===== config.mk =====
export PLATFORM = sky130hd
export DESIGN_NAME = fan_config_loader
export DESIGN_NICKNAME = d
export VERILOG_FILES = /design/src/rtl/fanctrl_pkg.sv /design/src/rtl/fan_config_loader_cfg_shadow_regs.sv /design/src/rtl/fan_config_loader.sv
export SDC_FILE = /design/constraint.sdc
export NUM_CORES = 1
export LEC_CHECK = 0
export BUFFER_PORTS_ARGS = -buffer_cell sky130_fd_sc_hd__buf_2
export CORE_UTILIZATION = 35
export CTS_CLUSTER_SIZE = 40
export DETAILED_ROUTE_END_ITERATION = 12
export MAX_ROUTING_LAYER = met4
export REMOVE_ABC_BUFFERS = 1
export SETUP_SLACK_MARGIN = 0.05
export SLEW_MARGIN = 20
export SYNTH_ARGS = -nofsm -noshare
export SYNTH_HDL_FRONTEND = slang
export SYNTH_SLANG_ARGS = --single-unit

===== constraint.sdc =====
create_clock -name clk_i -period 17.5 [get_ports clk_i]
set_input_delay 3.5 -clock clk_i [delete_from_list [all_inputs] [get_ports clk_i]]
set_output_delay 3.5 -clock clk_i [all_outputs]
set_load 0.1 [all_outputs]

===== src/rtl/fanctrl_pkg.sv =====
// Shared constants and state codes for the fan controller configuration path.
// Latency: none (declarations only).
// Backpressure: none; the byte bus is strobe-only with no ready signal.
package fanctrl_pkg;

    // Frame framing
    localparam logic [7:0] FRAME_HEADER  = 8'hA5;
    localparam int         PAYLOAD_BYTES = 23;

    // Payload byte counter: 0..22, plus one spare code
    localparam int                CNT_W            = 5;
    localparam logic [CNT_W-1:0]  LAST_PAYLOAD_IDX = CNT_W'(PAYLOAD_BYTES - 1);

    // Payload map: five 4-byte coefficients, LSB first, then the PWM limits
    localparam int COEF_COUNT     = 5;
    localparam int COEF_BYTES     = 4;
    localparam int PERIOD_LSB_IDX = 20;
    localparam int PERIOD_MSB_IDX = 21;
    localparam int MIN_IDX        = 22;

    // One-hot state codes, exported directly on state_o
    typedef enum logic [3:0] {
        ST_IDLE    = 4'h1,
        ST_PAYLOAD = 4'h2,
        ST_CHECK   = 4'h4,
        ST_PENDING = 4'h8
    } cfg_state_t;

endpackage


===== src/rtl/fan_config_loader_cfg_shadow_regs.sv =====
// Shadow byte bank for an incoming frame plus the active register bank it commits into.
// Latency: a shadow write lands at the strobe edge; commit_i updates active outputs on the next edge.
// Backpressure: none; every write/commit request is taken in the cycle it is presented.
module cfg_shadow_regs
    import fanctrl_pkg::*;
#(
    parameter int                      REG_BITWIDTH   = 32,
    parameter int                      ADC_BITWIDTH   = 8,
    parameter logic [ADC_BITWIDTH:0]   DEFAULT_PERIOD = 9'd255,
    parameter logic [ADC_BITWIDTH-1:0] DEFAULT_MIN    = 8'd0
) (
    input  logic                           clk_i,
    input  logic                           rst_i,
    input  logic                           wr_en_i,
    input  logic [CNT_W-1:0]               wr_addr_i,
    input  logic [ADC_BITWIDTH-1:0]        wr_dat_i,
    input  logic                           commit_i,
    output logic [ADC_BITWIDTH:0]          shadow_period_o,
    output logic [ADC_BITWIDTH-1:0]        shadow_min_o,
    output logic signed [REG_BITWIDTH-1:0] a0_o,
    output logic signed [REG_BITWIDTH-1:0] a1_o,
    output logic signed [REG_BITWIDTH-1:0] b0_o,
    output logic signed [REG_BITWIDTH-1:0] b1_o,
    output logic signed [REG_BITWIDTH-1:0] b2_o,
    output logic [ADC_BITWIDTH:0]          period_o,
    output logic [ADC_BITWIDTH-1:0]        min_o
);

    logic [PAYLOAD_BYTES-1:0][ADC_BITWIDTH-1:0] shadow_q, shadow_d;

    logic [COEF_COUNT-1:0][REG_BITWIDTH-1:0] coef_q, coef_d;
    logic [ADC_BITWIDTH:0]                   period_q, period_d;
    logic [ADC_BITWIDTH-1:0]                 min_q, min_d;

    // Shadow coefficients reassembled from their little-endian byte slots
    logic [COEF_COUNT-1:0][REG_BITWIDTH-1:0] shadow_coef;

    genvar k;
    generate
        for (k = 0; k < COEF_COUNT; k++) begin : g_coef
            logic [8*COEF_BYTES-1:0] word;
            assign word = {shadow_q[COEF_BYTES*k+3], shadow_q[COEF_BYTES*k+2],
                           shadow_q[COEF_BYTES*k+1], shadow_q[COEF_BYTES*k]};
            // Coefficients are signed; widen or narrow by sign extension
            assign shadow_coef[k] = REG_BITWIDTH'(signed'(word));
        end
    endgenerate

    // Only bit 0 of the period MSB byte carries information
    assign shadow_period_o = {shadow_q[PERIOD_MSB_IDX][0], shadow_q[PERIOD_LSB_IDX]};
    assign shadow_min_o    = shadow_q[MIN_IDX];

    logic unused_period_msb_bits;
    assign unused_period_msb_bits = ^shadow_q[PERIOD_MSB_IDX][ADC_BITWIDTH-1:1];

    // Byte-addressed shadow write
    always_comb begin
        shadow_d = shadow_q;
        if (wr_en_i) begin
            shadow_d[wr_addr_i] = wr_dat_i;
        end
    end

    // Atomic copy of the whole shadow set into the active bank
    always_comb begin
        coef_d   = coef_q;
        period_d = period_q;
        min_d    = min_q;
        if (commit_i) begin
            coef_d   = shadow_coef;
            period_d = shadow_period_o;
            min_d    = shadow_min_o;
        end
    end

    // Shadow and active register state
    always_ff @(posedge clk_i or posedge rst_i) begin
        if (rst_i) begin
            shadow_q <= '0;
            coef_q   <= '0;
            period_q <= DEFAULT_PERIOD;
            min_q    <= DEFAULT_MIN;
        end else begin
            shadow_q <= shadow_d;
            coef_q   <= coef_d;
            period_q <= period_d;
            min_q    <= min_d;
        end
    end

    assign a0_o     = coef_q[0];
    assign a1_o     = coef_q[1];
    assign b0_o     = coef_q[2];
    assign b1_o     = coef_q[3];
    assign b2_o     = coef_q[4];
    assign period_o = period_q;
    assign min_o    = min_q;

endmodule


===== src/rtl/fan_config_loader.sv =====
// Byte-serial config frame parser: header/payload/checksum FSM feeding a shadow bank, committed on PID tick.
// Latency: checksum byte to active outputs is at least 2 cycles (PENDING entry, then first update_en_i).
// Backpressure: none; bytes arriving in IDLE (non-header) or PENDING are dropped.
module fan_config_loader
    import fanctrl_pkg::*;
#(
    parameter int                      REG_BITWIDTH   = 32,
    parameter int                      ADC_BITWIDTH   = 8,
    parameter logic [ADC_BITWIDTH:0]   DEFAULT_PERIOD = 9'd255,
    parameter logic [ADC_BITWIDTH-1:0] DEFAULT_MIN    = 8'd0
) (
    input  logic                           clk_i,
    input  logic                           rst_i,
    input  logic                           config_en_i,
    input  logic                           dataVaild_STRB_i,
    input  logic [ADC_BITWIDTH-1:0]        data_i,
    input  logic                           update_en_i,
    output logic signed [REG_BITWIDTH-1:0] a0_o,
    output logic signed [REG_BITWIDTH-1:0] a1_o,
    output logic signed [REG_BITWIDTH-1:0] b0_o,
    output logic signed [REG_BITWIDTH-1:0] b1_o,
    output logic signed [REG_BITWIDTH-1:0] b2_o,
    output logic [ADC_BITWIDTH:0]          PWM_periodCounterValue_o,
    output logic [ADC_BITWIDTH-1:0]        PWM_minCounterValue_o,
    output logic                           busy_o,
    output logic                           commit_o,
    output logic                           error_o,
    output logic [3:0]                     state_o
);

    cfg_state_t              state_q, state_d;
    logic [CNT_W-1:0]        cnt_q, cnt_d;
    logic [ADC_BITWIDTH-1:0] xor_q, xor_d;
    logic                    error_q, error_d;
    logic                    commit_q, commit_d;

    logic                    shadow_wr;
    logic                    commit_now;
    logic [ADC_BITWIDTH:0]   shadow_period;
    logic [ADC_BITWIDTH-1:0] shadow_min;
    logic                    limits_ok;

    // A frame whose floor exceeds its period would starve the PWM; reject it
    assign limits_ok = ({1'b0, shadow_min} <= shadow_period);

    // Next-state, counter, running checksum and status flags
    always_comb begin
        state_d    = state_q;
        cnt_d      = cnt_q;
        xor_d      = xor_q;
        error_d    = error_q;
        commit_d   = 1'b0;
        shadow_wr  = 1'b0;
        commit_now = 1'b0;
        case (state_q)
            ST_IDLE: begin
                if (dataVaild_STRB_i && config_en_i && (data_i == FRAME_HEADER)) begin
                    state_d = ST_PAYLOAD;
                    cnt_d   = '0;
                    xor_d   = '0;
                    error_d = 1'b0;
                end
            end
            ST_PAYLOAD: begin
                if (!config_en_i) begin
                    error_d = 1'b1;
                    state_d = ST_IDLE;
                end else if (dataVaild_STRB_i) begin
                    // 0xA5 here is ordinary data; there is no mid-frame resync
                    shadow_wr = 1'b1;
                    xor_d     = xor_q ^ data_i;
                    cnt_d     = cnt_q + CNT_W'(1);
                    if (cnt_q == LAST_PAYLOAD_IDX) begin
                        state_d = ST_CHECK;
                    end
                end
            end
            ST_CHECK: begin
                if (!config_en_i) begin
                    error_d = 1'b1;
                    state_d = ST_IDLE;
                end else if (dataVaild_STRB_i) begin
                    if ((data_i == xor_q) && limits_ok) begin
                        state_d = ST_PENDING;
                    end else begin
                        error_d = 1'b1;
                        state_d = ST_IDLE;
                    end
                end
            end
            ST_PENDING: begin
                // Verified frame waits for a PID tick; config_en_i no longer matters
                if (update_en_i) begin
                    commit_now = 1'b1;
                    commit_d   = 1'b1;
                    state_d    = ST_IDLE;
                end
            end
            default: begin
                state_d = ST_IDLE;
            end
        endcase
    end

    // Control state registers
    always_ff @(posedge clk_i or posedge rst_i) begin
        if (rst_i) begin
            state_q  <= ST_IDLE;
            cnt_q    <= '0;
            xor_q    <= '0;
            error_q  <= 1'b0;
            commit_q <= 1'b0;
        end else begin
            state_q  <= state_d;
            cnt_q    <= cnt_d;
            xor_q    <= xor_d;
            error_q  <= error_d;
            commit_q <= commit_d;
        end
    end

    cfg_shadow_regs #(
        .REG_BITWIDTH   (REG_BITWIDTH),
        .ADC_BITWIDTH   (ADC_BITWIDTH),
        .DEFAULT_PERIOD (DEFAULT_PERIOD),
        .DEFAULT_MIN    (DEFAULT_MIN)
    ) u_shadow (
        .clk_i           (clk_i),
        .rst_i           (rst_i),
        .wr_en_i         (shadow_wr),
        .wr_addr_i       (cnt_q),
        .wr_dat_i        (data_i),
        .commit_i        (commit_now),
        .shadow_period_o (shadow_period),
        .shadow_min_o    (shadow_min),
        .a0_o            (a0_o),
        .a1_o            (a1_o),
        .b0_o            (b0_o),
        .b1_o            (b1_o),
        .b2_o            (b2_o),
        .period_o        (PWM_periodCounterValue_o),
        .min_o           (PWM_minCounterValue_o)
    );

    assign busy_o   = (state_q != ST_IDLE);
    assign commit_o = commit_q;
    assign error_o  = error_q;
    assign state_o  = state_q;

endmodule


---- Yosys cells after proc, flatten, opt, wreduce, memory -nomap -nowiden ----
Cells that the tools add are included.
Widths: inputs -> output; s select.
word-level totals
  flip-flop bits (word level) ............. 380
  input bits .............................. 13
  output and inout port bits .............. 184
  logic and storage cells ................. 97
cells by class
  add/sub/neg operators ................... 1
  order comparisons ....................... 3
  equal/unequal tests ..................... 17
  mux-type cells .......................... 31
  bitwise operators ....................... 1
  reductions and logical operators ........ 9
operators by type and width
  operator             count
  $bwmux 184           1
  $demux 8 s5          1
  $mux 4               8
  $mux 8               4
  $pmux 4 s4           1
  $pmux 8 s2           1
  $mux 5               3
  $ne 3x3->1 const B   4
  $mux 1               10
  $ne 2x2->1 const B   5
  $pmux 5 s2           1
  $reduce_and 5->1     2
  $le 8x9->1           1
  $eq 8x8->1           1
  $eq 8x8->1 const B   1
  $xor 8x8->8          1
  $lt 5x6->1 const B   1
  $add 5x1->5 const B  1
  $eq 5x5->1 const B   1
  $ge 5x1->1 const B   1
  $eq 4x1->1 const B   1
  $eq 4x2->1 const B   1
  $eq 4x3->1 const B   1
  $eq 4x4->1 const B   1
  6 further kinds      9

---- Longest topological paths before layout ----
  depth in word-level cells ............... 6
  gate-level depth with buffers ........... 8
  gate-level depth less buffers ........... 7

---- By module ----
From an unflattened synthesis, not the netlist that was laid out.
unflattened totals
  cells, all modules ...................... 938
  area, all modules ....................... 14600.3 um^2
modules (own cells, without submodules)
  module             instances  cells each  area an instance (um^2)  sequential area each (um^2)
  cfg_shadow_regs    1          788         13304.0                  8868.5
  fan_config_loader  1          150         1296.2                   476.7

---- Worst setup path before layout ----
Ideal clock, no wire load.
  path type ............................... register to output
  start ................................... register state_q[1] (netlist: state_o[1])
  end ..................................... output port busy_o
  arrival ................................. 1737 ps
  required time ........................... 14000 ps
  setup slack ............................. 12263 ps
  stages on the path, launching flop included .. 3
  buffers on the path ..................... 1
  cells stage by stage .................... dfrtp_1 > buf_6 > or4b_4
on the way
  word-level cells in the longest chain between the ends .. 1
ends and longest elaborated chain
  what                    RTL line                  RTL
  from (decl)             fan_config_loader.sv:31   cfg_state_t state_q, state_d;
  from (signal assigned)  fan_config_loader.sv:114  state_q <= state_d;
  $ne 4x1->1              fan_config_loader.sv:145  assign busy_o = (state_q != ST_IDLE);
  to (decl)               fan_config_loader.sv:25   output logic busy_o,
Every way passes these cells.

---- Worst setup path after layout ----
  start ................................... register state_q[0] (netlist: state_o[0])
  end ..................................... output port busy_o
The elaborated chain is that of the path after synthesis.

==> flow_metrics.py <==
metrics = {
    "worst_setup_path": {
        "cp.arrival_ps": 2040,
        "startpoint_type": "flop",
        "critical_path_class": "flop to output port",
        "reg2reg_to": "u_shadow.b2_o[29]",
        "cp_slowest_cell": "dfstp_2",
        "r2r_setup_slack_ps": 14470,
        "crit_buf_inv": 1,
        "r2r_start": "state_o[1]",
        "crit_chain": "or4b_4 -> buf_2",
        "cp.required_ps": 14000,
        "reg2regPathDepth": 6,
        "cp_top_family": "flip-flops",
        "critPathMaxStageDelay_ps": 630,
        "end_kind": "output port",
        "cp_max_fo": 9,
    },
    "detailed_routing": {
        "drt_wl_total_mm": 35.8,
        "num_vias": 9783,
        "avgRoutedWirePerCell_um": 17.4,
        "viasPerCell": 4.74,
        "drc_errors": 0,
        "drt_iter0_markers": 539,
        "first_pass_iters": 4,
        "ant_nets": 0,
    },
    "synth": {
        "seq_area_frac_synth_pct": 62.2,
        "syn_area_um2": 15000,
        "avgSynthCellArea_um2": 11.5,
        "ys_ff_latch": 373,
        "yosysWarnings": 0,
        "ys_types": 47,
        "syn_inst": 1309,
    },
    "floorplanning": {
        "dieWidth_um": 209,
        "die_area_um2": 43800,
        "die_h_um": 209,
        "io_pins": 197,
        "coreArea_um2": 42100,
        "rows": 75,
        "start_util_pct": 35.7,
    },
    "timing": {
        "setup_ws_ps": 11960,
        "timing.hold.ws_ps": 453,
        "finalMaxSlewViolations": 0,
        "hold_viol_final": 0,
        "setup_violations": 0,
        "tightestPinTransition_ps": 996,
        "fin_crit_sh_pct": 31.6,
        "rsz0062_at_grt": "false",
        "fin_tns_setup_ps": 0,
        "finClkSkew_ps": 27.6,
        "fin_crit_ps": 5540,
        "fmax_mhz": 181,
        "slew_headroom_pct": 33.6,
    },
    "clock_tree": {
        "post_cts_buffers": 0,
        "clock_latency_ps": 560,
        "cts_buffer_depth": 3,
        "clkTransAtPathRegs_ps": 70,
        "htree_levels": 2,
        "cts.sinks": 373,
        "cts_buffers": 41,
        "tritoncts": "yes",
        "postCtsHoldBufs": 0,
        "clock-root-buffer": "clkbuf_16",
        "cts_resized": 0,
    },
    "min_path": {
        "whs_endpoint": "u_shadow.b0_o[22]",
        "hp-class": "flop to flop",
        "holdPathStages": 2,
        "min_from": "u_shadow.g_coef[2].word[22]",
    },
    "place": {
        "dp.final_hpwl_mm": 20.9,
        "place.gp.congestion": 0.785,
        "port_buffers": 196,
        "placed_cell_area_um2": 16500,
        "preCtsSetupSlack_ps": 11660,
    },
    "finish": {
        "area_delta_synth_final_pct": 19.6,
        "drive_gt1_share_pct": 29.6,
        "fin_area_um2": 18000,
        "nNetsFinal": 1516,
    },
    "job": {
        "drv_cap": 0,
    },
    "power": {
        "powerDensity_nw_per_um2": 103,
        "p_leak_nw": 10.4,
        "ir_drop_v": 0.0000526,
        "power.total_mw": 1.85,
    },
    "global_route": {
        "grt.total_usage_pct": 17.3,
        "grt_pass1_vias": 9978,
        "grt_max_degree": 172,
        "antenna_found_initial": 1,
        "grt_overflow": 0,
        "grt_pass1_wl_mm": 57.2,
    },
    "outcome": {
        "status": "finished, final reports clean",
    },
}
==> cells in the final DEF, fill, tap and decap left out, types with 2 or more instances in the layout <==
master	n
clkinv_2	7
clkbuf_1	6
dfrtp_1	364
buf_4	11
nor2_1	17
inv_6	2
nor2_8	21
nand4_1	3
or3b_2	2
nand3_1	2
nor3_1	3
xor2_1	10
nand2_1	531
o21ai_1	17
dfstp_2	9
ha_1	12
or4b_4	2
a21oi_1	4
buf_2	196
and3_1	2
mux2_2	128
nor2_4	2
nor4b_1	2
nand2b_1	3
mux2_1	49
bufinv_16	5
nand2_8	4
clkbuf_8	9
nand3b_1	4
clkinvlp_4	3
inv_1	13
nor4_1	2
xnor2_1	2
clkbuf_16	43
o21ai_0	12
==> cells by family (layout without fill, tap and decap cells) <==
family                     count (synthesis)  count (layout)  share of synthesized area (%)
xor gates and xnor gates                  12              12                          0.699
muxes                                    177             177                           13.3
buffers and inverters                     86             299                           2.45
and+or+nand+nor                          607             607                           18.8
adders and majority gates                 12              12                          0.999
AOI/OAI and AO/OA                         42              42                           1.63
other                                      0               1                              0
DFF                                      373             373                           62.2
==> sequential cells by signal, summed over array words and instances, names as in the netlist <==
register                  cells
state_o                       4
u_shadow.shadow_period_o      9
u_shadow.shadow_min_o         8
u_shadow.b0_o                32
u_shadow.a1_o                32
u_shadow.a0_o                32
cnt_q                         5
commit_o                      1
u_shadow.b2_o                32
u_shadow.g_coef.word        160
error_o                       1
u_shadow.period_o             9
u_shadow.b1_o                32
xor_q                         8
u_shadow.min_o                8
==> power by group <==
part	internal [mW]	total (mW)	switching, mW	leakage [nW]
registers	0.865	0.869	0.00378	5.18
clock network	0.561	0.916	0.355	0.705
logic	0.0126	0.0693	0.0567	4.54
==> metal layers <==
metal	part of all wire [%]	wire, um	vias up	track usage [%]
li1	-	-	4581	-
met2	47	16700	189	26.4
met1	48	17100	4952	23.5
met4	2.2	796	0	5.63
met3	3.3	1180	61	2.57
met5	0	0	-	-
==> metrics by stage <==
step	cells	util, %
finish	2062	42.7
global route	2062	42.7
CTS	2060	42.6
detailed placement	1986	39.2
global placement	1986	39.2
floorplan	1238	-
==> worst max path at each step <==
| stage | end | depth (start not counted) | startpoint |
|---|---|---|---|
| finish | busy_o | 2 | state_o[0] |
| global route | busy_o | 2 | state_o[0] |
| CTS | busy_o | 2 | state_o[0] |
| detailed placement | u_shadow.a1_o[22] | 6 | update_en_i |
| global placement | u_shadow.b1_o[9] | 6 | update_en_i |
| floorplan | cnt_q[0] | 1 | rst_i |
==> worst min-delay path, delay by kind of cell, from the launching register on <==
family	cells	cell delay (ps)
simple gates	2	100
flops	1	340
==> cells in the mapped netlist, drive strengths merged <==
cell,instances,area share (%)
nand2,536,14
dfrtp,364,61
mux2,177,13
clkbuf,50,1.3
nor2,40,3.4
o21ai,29,0.97
buf,21,0.82
inv,15,0.37
ha,12,1.0
xor2,10,0.58
dfstp,9,1.6
a21oi,4,0.13
nand3b,4,0.20
nand2b,3,0.12
nand4,3,0.12
nor3,3,0.10
nor4,3,0.22
and3,2,0.083
nand3,2,0.067
nor4b,2,0.12
or3b,2,0.12
or4b,2,0.18
xnor2,2,0.12
a211oi,1,0.050
a32o,1,0.067
a41o,1,0.067
and3b,1,0.058
nand4b,1,0.058
nor2b,1,0.042
o2111ai,1,0.058
o211ai,1,0.050
o2bb2ai,1,0.058
o31ai,1,0.050
o32ai,1,0.058
o41a,1,0.075
or2,1,0.042
or3,1,0.042
==> final cells by class <==
type / count / area [um2]
antenna: 1 / 2.50
clock buffer: 58 / 1220
clock inverter: 16 / 216
fill: 4002 / 24200
inverter: 15 / 68.8
multi-input combinational: 850 / 5320
sequential: 373 / 9350
tap: 539 / 674
timing repair buffer: 210 / 1120
Note: power is estimated with default switching activity, not from simulation.
